### src/rtl/bw_clk_gclk_pkg.sv
// Purpose: shared types and constants for the gated global-clock enable sequencer.
// Latency: n/a (declarations only).
// Backpressure: n/a.
package bw_clk_gclk_pkg;

    // Sequencer FSM: IDLE may grant one enable change; WAIT holds off further changes.
    typedef enum logic {
        IDLE = 1'b0,
        WAIT = 1'b1
    } state_t;

    // Width of the settle-interval counter and of dly_cfg.
    localparam int DLY_W = 4;

    // Default number of sequenced clock domains.
    localparam int NUM_DOM_DEF = 4;

    // Pointer width for a given domain count (at least one bit).
    function automatic int ptr_w(input int n);
        return (n > 1) ? $clog2(n) : 1;
    endfunction

endpackage

### src/rtl/bw_clk_gclk_rr_arb.sv
// Purpose: round-robin pick of one pending domain, search starting at ptr and wrapping.
// Latency: combinational, zero cycles.
// Backpressure: none; the caller decides whether to act on the grant.
module bw_clk_gclk_rr_arb
    import bw_clk_gclk_pkg::*;
#(
    parameter int N  = NUM_DOM_DEF,
    parameter int PW = ptr_w(N)
) (
    input  logic [N-1:0]  pending,
    input  logic [PW-1:0] ptr,
    output logic [PW-1:0] grant,
    output logic          valid
);

    // Two copies back to back let the wrapped search be a plain forward scan.
    logic [2*N-1:0] pend2;

    assign pend2 = {pending, pending};

    // Scan from the farthest offset down so the offset closest to ptr wins.
    always_comb begin
        grant = '0;
        valid = 1'b0;
        for (int i = N - 1; i >= 0; i--) begin
            if (pend2[int'(ptr) + i]) begin
                valid = 1'b1;
                grant = PW'((int'(ptr) + i) % N);
            end
        end
    end

endmodule

### src/rtl/bw_clk_gclk_en_seq.sv
// Purpose: sequence per-domain clock enables one at a time with a settle gap (optional freeze via BW_CLK_GCLK_FREEZE_EN).
// Latency: a request seen in IDLE changes clk_en on the next edge; consecutive changes are dly_cfg+2 cycles apart.
// Backpressure: requests arriving while busy are held as pending until the FSM returns to IDLE; freeze blocks new grants.
module bw_clk_gclk_en_seq
    import bw_clk_gclk_pkg::*;
#(
    parameter int NUM_DOM = NUM_DOM_DEF
) (
    input  logic               rclk,
    input  logic               rst,
`ifdef BW_CLK_GCLK_FREEZE_EN
    input  logic               freeze,
`endif
    input  logic [NUM_DOM-1:0] en_req,
    input  logic [DLY_W-1:0]   dly_cfg,
    output logic [NUM_DOM-1:0] clk_en,
    output logic               busy,
    output logic [NUM_DOM-1:0] chg_pls
);

    localparam int PW = ptr_w(NUM_DOM);

    state_t             state;
    logic [DLY_W-1:0]   cnt;
    logic [PW-1:0]      ptr;
    logic [PW-1:0]      ptr_nxt;
    logic [NUM_DOM-1:0] pending;
    logic [PW-1:0]      gnt_idx;
    logic               gnt_vld;
    logic               frz;

`ifdef BW_CLK_GCLK_FREEZE_EN
    assign frz = freeze;
`else
    assign frz = 1'b0;
`endif

    // A domain is pending whenever its request differs from its live enable;
    // a request that reverts before service simply stops being pending.
    assign pending = en_req ^ clk_en;

    bw_clk_gclk_rr_arb #(
        .N  (NUM_DOM),
        .PW (PW)
    ) u_arb (
        .pending (pending),
        .ptr     (ptr),
        .grant   (gnt_idx),
        .valid   (gnt_vld)
    );

    // Pointer moves to the domain after the one just served, wrapping.
    always_comb begin
        ptr_nxt = gnt_idx + 1'b1;
        if (gnt_idx == PW'(NUM_DOM - 1)) begin
            ptr_nxt = '0;
        end
    end

    // Sequencer FSM: one enable change per grant, then hold for dly_cfg+1 WAIT cycles.
    always_ff @(posedge rclk) begin
        if (rst) begin
            state   <= IDLE;
            cnt     <= '0;
            ptr     <= '0;
            clk_en  <= '0;
            chg_pls <= '0;
            busy    <= 1'b0;
        end else begin
            chg_pls <= '0;
            case (state)
                IDLE: begin
                    if (gnt_vld && !frz) begin
                        clk_en[gnt_idx]  <= en_req[gnt_idx];
                        chg_pls[gnt_idx] <= 1'b1;
                        cnt              <= dly_cfg;
                        ptr              <= ptr_nxt;
                        state            <= WAIT;
                        busy             <= 1'b1;
                    end
                end
                WAIT: begin
                    // The edge that sees cnt==0 only returns to IDLE; no grant here.
                    if (cnt == '0) begin
                        state <= IDLE;
                        busy  <= 1'b0;
                    end else begin
                        cnt <= cnt - 1'b1;
                    end
                end
                default: begin
                    state <= IDLE;
                    busy  <= 1'b0;
                end
            endcase
        end
    end

    // At most one enable may flip per edge.
    a_onehot_pls : assert property (@(posedge rclk) disable iff (rst) $onehot0(chg_pls));

    // The pulse marks exactly the enable bit that flipped on the previous edge.
    a_pls_match : assert property (@(posedge rclk) disable iff (rst)
        !$past(rst) |-> ((clk_en ^ $past(clk_en)) == chg_pls));

endmodule
### config.mk
export PLATFORM = sky130hd
export DESIGN_NAME = bw_clk_gclk_en_seq
export DESIGN_NICKNAME = d
export VERILOG_FILES = /design/src/rtl/bw_clk_gclk_pkg.sv /design/src/rtl/bw_clk_gclk_rr_arb.sv /design/src/rtl/bw_clk_gclk_en_seq.sv
export SDC_FILE = /design/constraint.sdc
export NUM_CORES = 1
export LEC_CHECK = 0
export CELL_PAD_IN_SITES_DETAIL_PLACEMENT = 1
export CELL_PAD_IN_SITES_GLOBAL_PLACEMENT = 1
export CORE_UTILIZATION = 40
export CTS_CLUSTER_SIZE = 12
export DETAILED_ROUTE_END_ITERATION = 12
export PLACE_DENSITY = 0.84
export SYNTH_ARGS = -nofsm -noshare
export SYNTH_HDL_FRONTEND = slang
export SYNTH_SLANG_ARGS = --single-unit
### constraint.sdc
create_clock -name rclk -period 4.4 [get_ports rclk]
set_input_delay 1.32 -clock rclk [delete_from_list [all_inputs] [get_ports rclk]]
set_output_delay 1.32 -clock rclk [all_outputs]
set_load 0.02 [all_outputs]
**Word level (Yosys, flattened, before mapping)**

Index checks and enable logic that the tools add are counted.

- Register bits: 16
- Output and inout bits: 9
- Input port bits: 10
- Logic and storage cells: 64

- Add/subtract/negate cells: 5
- Reduce and logical (&&, ||, !) cells: 6
- Eq/ne operators: 4
- Bitwise logic cells: 3
- $lt $le $gt $ge: 6
- Multiplexer cells: 34

Operator list:

| operator | count |
|---|---|
| 32-bit by 5-bit less-than comparator with 1-bit output (second input constant) | 2 |
| 1-bit 2-to-1 mux | 17 |
| 2-bit 2-to-1 mux | 5 |
| 1-bit binary-select mux with 3-bit select | 3 |
| 4-bit 2-to-1 mux | 2 |
| 4-bit case mux with 2 select lines | 1 |
| 2-bit by 2-bit adder with 3-bit output (second input constant) | 2 |
| 2-bit AND reduction | 3 |
| 1-bit binary-select mux with 2-bit select | 2 |
| 4-bit bitwise mux | 1 |
| 4-bit logical NOT | 1 |
| 2-bit by 4-bit less-than comparator with 1-bit output (second input constant) | 1 |
| 3-bit by 4-bit less-than comparator with 1-bit output (second input constant) | 1 |
| 2-bit != test (second input constant) | 2 |
| 1-bit case mux with 2 select lines | 2 |
| 4-bit by 1-bit subtractor with 4-bit output (second input constant) | 1 |
| 4-bit XOR | 1 |
| 2-bit by 1-bit adder with 3-bit output (second input constant) | 1 |
| 2-bit by 3-bit less-than comparator with 1-bit output (second input constant) | 1 |
| 3-bit OR reduction | 1 |
| 2-bit by 1-bit adder with 2-bit output (second input constant) | 1 |
| 1-bit demux with 2-bit select | 1 |
| 2-bit equality test (second input constant) | 1 |
| 2-bit by 1-bit >= comparator with 1-bit output (second input constant) | 1 |
| other kinds (3) | 4 |

**Depth between registers and ports, before layout**

Gate-level depths: netlist of the first run.

- Depth in word-level cells: 13
- Mapped depth: 8
- Gate-level depth less buffers: 8

**Cells and area by module**

Synthesis of the first run repeated with hierarchy kept, for this count alone.

- Cells, all modules: 98
- Area total of the unflattened synthesis: 869.6 µm²

Modules (own cells, without submodules):

| module | instances | area each (µm²) | sequential area each (µm²) | cells an instance |
|---|---|---|---|---|
| bw_clk_gclk_en_seq | 1 | 792.0 | 320.3 | 85 |
| bw_clk_gclk_rr_arb | 1 | 77.6 | 0.0 | 13 |

**Least setup slack after synthesis of the first run**

OpenSTA, ideal clock, no wires.

- Path kind: in2reg
- Start point: input en_req[3]
- End point: register clk_en[1]
- Data required time: 4.299 ns
- Buffers on the path: 0
- Setup slack: 1.780 ns
- Stages: 6
- Setup time: 0.101 ns
- Arrival time: 2.519 ns
- Cells stage by stage: xnor2_2 -> a21boi_1 -> a21o_2 -> ha_1 -> nand2_1 -> o41ai_1

- Word-level cells in the longest chain between the ends: 13
- Elaborated cells between the ends (all ways): 29
- Those cells by class: order compare (2); mux (24); bitwise (1); reduce/logical (2)

RTL lines:

| item | RTL line | RTL |
|---|---|---|
| start, declared | bw_clk_gclk_en_seq.sv:14 | `input logic [NUM_DOM-1:0] en_req,` |
| 4-bit XOR | bw_clk_gclk_en_seq.sv:40 | `assign pending = en_req ^ clk_en;` |
| 1-bit binary-select mux with 3-bit select | bw_clk_gclk_rr_arb.sv:26 | `if (pend2[int'(ptr) + i]) begin` |
| 1-bit 2-to-1 mux (not written as such) (2 in a row) | bw_clk_gclk_rr_arb.sv:26 |  |
| 2-bit 2-to-1 mux (4 in a row) | bw_clk_gclk_rr_arb.sv:26 |  |
| 2-bit by 3-bit less-than comparator with 1-bit output (not written as such) or 2-bit by 1-bit >= comparator with 1-bit output (tied branches) | bw_clk_gclk_en_seq.sv:74 | `clk_en[gnt_idx] <= en_req[gnt_idx];` |
| 1-bit logical AND (not written as such) | bw_clk_gclk_en_seq.sv:74 |  |
| 1-bit 2-to-1 mux (not written as such) | bw_clk_gclk_en_seq.sv:74 |  |
| 1-bit demux with 2-bit select | bw_clk_gclk_en_seq.sv:74 |  |
| 4-bit bitwise mux | bw_clk_gclk_en_seq.sv:74 |  |
| end signal, assigned by index | bw_clk_gclk_en_seq.sv:74 |  |
| end, declared | bw_clk_gclk_en_seq.sv:16 | `output logic [NUM_DOM-1:0] clk_en,` |

Parallel ways exist; a longest one is shown, timed or not. The select of a mux whose other input is x is not followed.
A chain may end at the register's enable or synchronous reset.

**Final worst setup path of the first run**

- Start point: input en_req[2]
- End point: register clk_en[1]

The elaborated chain is that of the path after synthesis.

==> results of run 1 <==
-- final timing paths --
check	cells past startpoint	start	endpoint	slack (ps)
max reg2reg	6	clk_en[3]$_SDFFE_PP0P_	clk_en[1]$_SDFFE_PP0P_	2410
min	1	cnt[3]$_SDFFE_PP0P_	cnt[3]$_SDFFE_PP0P_	480
min reg2reg	1	cnt[3]$_SDFFE_PP0P_	cnt[3]$_SDFFE_PP0P_	480
max	7	en_req[2]	clk_en[1]$_SDFFE_PP0P_	1250
-- registers in the layout, summed over array words and instances, names as in the netlist --
signal	count
busy	1
ptr	2
clk_en	4
chg_pls	4
cnt	4
state	1
-- through the flow --
step,instance area (µm²),hold WS [ps]
6_report,1150,475
5_1_grt,1150,516
4_1_cts,1150,480
3_5_place_dp,1110,454
3_3_place_gp,1110,450
2_1_floorplan,911,433
-- cell usage after synthesis (2+ instances only) --
cell type  instances  area (µm²)
dfxtp_1           16         320
nor2_1            10        37.5
inv_1              8        30.0
nand2_1            8        30.0
nand3b_1           6        45.0
ha_1               5        62.6
a21oi_1            4        20.0
o41ai_1            4        35.0
a211oi_2           3        37.5
clkbuf_1           3        11.3
nor2b_1            3        18.8
o2bb2ai_1          3        26.3
a211oi_1           2        15.0
a221oi_1           2        17.5
o22ai_1            2        12.5
xnor2_1            2        17.5
xnor2_2            2        32.5
-- power groups by stage --
stage | registers [mW] | clock network [mW] | logic [mW]
floorplan | 0.250 | 0 | 0.263
global placement | 0.234 | 0 | 0.390
detailed placement | 0.237 | 0 | 0.403
CTS | 0.234 | 0.104 | 0.408
global route | 0.241 | 0.106 | 0.445
finish | 0.234 | 0.0996 | 0.405
-- per-layer routing --
layer	wire length [µm]	part of all wire [%]	GRT usage (%)
met1	913	41	20.5
met2	1190	53	38.7
met3	99	4.4	4.94
met4	35	1.6	6.67
met5	0	0	0
-- cells by family after synthesis --
kind of cell | count (synthesis) | share of synthesized area [%]
AO/OA/AOI/OAI | 28 | 26.1
multiplexers | 1 | 1.10
adder cells (fa/ha/maj) | 5 | 6.87
AND/OR/NAND/NOR | 32 | 17.6
buffers and inverters | 12 | 4.94
flip-flops | 16 | 35.2
XOR/XNOR | 6 | 8.24
-- layout make-up --
class	count	area (µm²)
clock buffers	4	36.3
fillers	251	892
inverters	9	33.8
multi-input cells	72	546
flip-flops and latches	16	320
well taps	27	33.8
repair buffers	18	180
==> flow_summary.yaml, run 1 <==
cts:
  cts_sinks: 16
  clockRootBuffer: "clkbuf_4"
  clk_pin_slew_ps: 100
  hold_buffers: 0
  cts_setup_buffers: 0
  cts_buffer_depth: 2
  ctsResizeCount: 0
  ctsHtreeMaxLevel: 1
  clk_latency_ps: 290
  cts_buffers: 3
  cts_tree: "done"
layout:
  fin_nets: 135
  utilization_pct: 56.3
  area_delta_synth_final_pct: 26.2
  n_antenna_cell: 0
  mostFrequentLayoutCell: "clkdlybuf4s50_1"
  drive_above_1_share_pct: 13.4
  final_cell_mix: "18 x clkdlybuf4s50_1, 16 x dfxtp_1, 10 x nor2_1"
  final_cells: 146
worst_setup_path:
  crit_path_start_kind: "input pin"
  critPathCaptureType: "flip-flop"
  timing.critical_path.buf_inv: 1
  crit_arrival_ps: 3330
  cp_cell_sequence: "clkdlybuf4s50_1 > xor2_2 > a221oi_1 > o21a_2 > ha_1 > nand2_1 > o41ai_1"
  crit_slowest_cell: "clkdlybuf4s50_1"
  slowest_delay_ps: 520
  required_ps: 4580
  crit_type: "input pin to flip-flop"
  crit_family: "compound AO/OA/AOI/OAI gates"
  cp_max_fo: 5
power_and_ir_drop:
  p_switching_mw: 0.330
  clkPwrFrac_pct: 13.5
  swShare_pct: 44.8
  peakVddDrop_uv: 355
  power_frac_seq_pct: 31.7
  powerDensity_nw_per_um2: 642
  p_int_mw: 0.407
  finalPower_mw: 0.738
  p_leak_nw: 0.443
  combinationalPowerShare_pct: 54.8
routing:
  drc: 0
  routed_wl_um: 2240
  dr_total_vias: 796
  antenna_left: 0
  post_drt_wl_per_cell_um: 15.3
  vias_per_cell: 5.45
  drtIter0Drc: 5
  first_pass_iters: 4
floorplanning:
  chipHeight_um: 49.7
  ioPinCount: 19
  rows: 16
  start_util_pct: 44.6
  core_area_um2: 2040
  die_w_um: 49.7
  dieArea_um2: 2470
timing:
  slew_violations: 0
  fin_crit_sh_pct: 71.5
  tns_ps: 0
  worstMarginPinSlew_ps: 688
  finalSetupViolations: 0
  hold_viol: 0
  setup_ws_ps: 1250
  fmax_ghz: 0.318
  max_slew_margin_pct: 54.0
  min_period_ps: 3150
  skew_ps: 1.01
  grt_setup_unrepaired: "no"
synthesis:
  ys_types: 34
  synth-seq-area-share_pct: 35.2
  ys_async_sr_fraction_pct: 0
  syn_avg_cell_area_um2: 9.11
  yosysWarnings: 0
  synth_cells: 100
  syn-cell-area_um2: 911
  synth_enable_flop_cells: 0
  synth_flop_cell: "dfxtp_1"
  ys_ff_latch: 16
  synth_nets: 115
grt:
  antenna_found_initial: 0
  grt_max_degree: 22
  grt_pass1_vias: 847
  overflow: 0
  grt_pass1_wl_um: 3770
  grt.total_usage_pct: 20.1
placed_design:
  place_congestion: 0.888
  place_inst: 142
  place_hpwl_um: 1740
  io_buffers: 18
  place_ws_ps: 961
flow_run:
  cap_violations: 0
hold_path:
  hold_path.class: "flip-flop to flip-flop"
outcome:
  status: "complete, no violations"
Note: power is estimated with default switching activity, not from simulation.
==> run 2, diff against run 1 <==
Settings changed: CORE_UTILIZATION 40 to 37, PLACE_DENSITY 0.84 to 0.79.
Clock period 4.4 ns to 2.9 ns, I/O delays scaled along.
==> run 2 against run 1 <==
Net effect: worst hold slack better by 17 ps; first-iteration DRC count increased by 20%; die area up 7.8%; sequential cell count unchanged; worst setup slack got worse by 960 ps; wire length is 3.3% lower; final area up 0.11%; count of clock-buffer cells in the layout stayed put; utilization decreased by 5.7 points; global-route usage decreased by 0.79 points; critical path type unchanged; highest routed layer unchanged.
==> flow_summary.yaml, run 2 (same netlist as run 1, synthesis figures left out) <==
worst_setup_path:
  crit_slowest_cell: "clkdlybuf4s50_1"
  crit_family: "compound AO/OA/AOI/OAI gates"
  cp_max_fo: 5
  r2r-start: "clk_en[3]$_SDFFE_PP0P_"
  crit_path_start_kind: "input pin"
  cp_cell_sequence: "clkdlybuf4s50_1 > xnor2_2 > a21boi_1 > a21o_2 > ha_1 > nand2_1 > o41ai_1"
  critPathCaptureType: "flip-flop"
  rrSetupSlack_ps: 960
  slowest_delay_ps: 460
  crit_type: "input pin to flip-flop"
  r2r_cells: 6
  timing.critical_path.buf_inv: 1
  crit_arrival_ps: 2800
  required_ps: 3090
  r2r-end: "clk_en[1]$_SDFFE_PP0P_"
floorplanning:
  chipHeight_um: 51.6
  dieArea_um2: 2660
  ioPinCount: 19
  start_util_pct: 40.0
  die_w_um: 51.6
  rows: 17
  core_area_um2: 2280
layout:
  drive_above_1_share_pct: 13.4
  area_delta_synth_final_pct: 26.4
  final_cells: 147
  top_regs: "chg_pls x4, clk_en x4, cnt x4"
  n_antenna_cell: 0
  final_cell_mix: "18 x clkdlybuf4s50_1, 16 x dfxtp_1, 10 x nor2_1"
  mostFrequentLayoutCell: "clkdlybuf4s50_1"
  fin_nets: 135
cts:
  clk_pin_slew_ps: 100
  cts_sinks: 16
  clk_latency_ps: 280
  ctsHtreeMaxLevel: 1
  cts_setup_buffers: 0
  hold_buffers: 0
  cts_buffer_depth: 2
  clockRootBuffer: "clkbuf_4"
  cts_buffers: 3
  cts_tree: "done"
  ctsResizeCount: 0
power_and_ir_drop:
  peakVddDrop_uv: 515
  p_switching_mw: 0.498
  swShare_pct: 44.7
  p_leak_nw: 0.443
  power_frac_seq_pct: 32.0
  clkPwrFrac_pct: 13.4
  powerDensity_nw_per_um2: 967
  p_int_mw: 0.616
  combinationalPowerShare_pct: 54.7
routing:
  post_drt_wl_per_cell_um: 14.7
  dr_total_vias: 791
  vias_per_cell: 5.38
  routed_wl_um: 2170
  antenna_left: 0
  drtIter0Drc: 6
  first_pass_iters: 4
  drc: 0
timing:
  min_period_ps: 2610
  skew_ps: 2.56
  tns_ps: 0
  finalSetupViolations: 0
  grt_setup_unrepaired: "no"
  setup_ws_ps: 288
  slew_violations: 0
  fin_crit_sh_pct: 90.1
  max_slew_margin_pct: 58.7
  fmax_ghz: 0.383
  hold_viol: 0
  worstMarginPinSlew_ps: 618
hold_path:
  whs_path_depth: 1
  min_from: "cnt[3]$_SDFFE_PP0P_"
  hold_path.class: "flip-flop to flip-flop"
  hold_end: "cnt[3]$_SDFFE_PP0P_"
outcome:
  status: "complete, no violations"
placed_design:
  place_inst: 143
  io_buffers: 18
  place_congestion: 0.802
  place_hpwl_um: 1740
  place_ws_ps: -26.4
grt:
  grt_max_degree: 22
  grt_pass1_vias: 841
  grt.total_usage_pct: 19.3
  overflow: 0
  grt_pass1_wl_um: 3770
  antenna_found_initial: 0
flow_run:
  cap_violations: 0
run 2: worst max path at each step:
stage / startpoint / endpoint / slack, ps / cells after the start
floorplan: en_req[3] / clk_en[1]$_SDFFE_PP0P_ / 730 / 6
global placement: en_req[3] / ptr[1]$_SDFFE_PP0P_ / 70 / 8
detailed placement: en_req[3] / clk_en[1]$_SDFFE_PP0P_ / -30 / 7
global route: en_req[3] / clk_en[1]$_SDFFE_PP0P_ / 110 / 7
CTS: en_req[3] / clk_en[1]$_SDFFE_PP0P_ / 270 / 7
finish: en_req[3] / clk_en[1]$_SDFFE_PP0P_ / 290 / 7
run 2: routing by layer:
layer	share of wire (%)	track usage (%)
met5	0	0
met4	0.92	9.46
met3	1.7	2.05
met2	48	31.4
met1	50	25.1
run 2: power by group through the flow:
stage | Combinational [mW] | Clock, mW | Sequential [mW]
after global placement | 0.589 | 0 | 0.356
after detailed placement | 0.609 | 0 | 0.362
after floorplan | 0.398 | 0 | 0.379
after CTS | 0.611 | 0.153 | 0.357
final | 0.609 | 0.149 | 0.356
after global routing | 0.666 | 0.166 | 0.367
run 2: per-stage QoR:
| step | total power, mW | hold slack (ps) | instance area [µm²] | util, % |
|---|---|---|---|---|
| floorplan | 0.777 | 433 | 911 | - |
| global placement | 0.945 | 451 | 1110 | 49.0 |
| detailed placement | 0.971 | 465 | 1110 | 49.0 |
| CTS | 1.12 | 493 | 1150 | 50.6 |
| global route | 1.20 | 503 | 1150 | 50.6 |
| finish | 1.11 | 492 | 1150 | 50.6 |
run 2: worst reg2reg max path, delay by kind of cell, from the launching register on:
kind            cells  cell delay [ps]
compound gates      3              970
xor+xnor            1              280
fa+ha+maj           1              160
flops               1              360
simple gates        1               80
run 2: area by class of cell:
| type | instances | area (µm²) |
|---|---|---|
| clock buffer | 4 | 36.3 |
| fill | 266 | 1120 |
| inverter | 9 | 33.8 |
| multi-input combinational | 72 | 546 |
| sequential | 16 | 320 |
| tap | 28 | 35.0 |
| timing repair buffer | 18 | 180 |
==> run 3, diff against run 2 <==
Settings changed: ABC_AREA from default to 0.
==> results of run 3 <==
No change in the layout: final DEF, timing and power equal those of run 2.
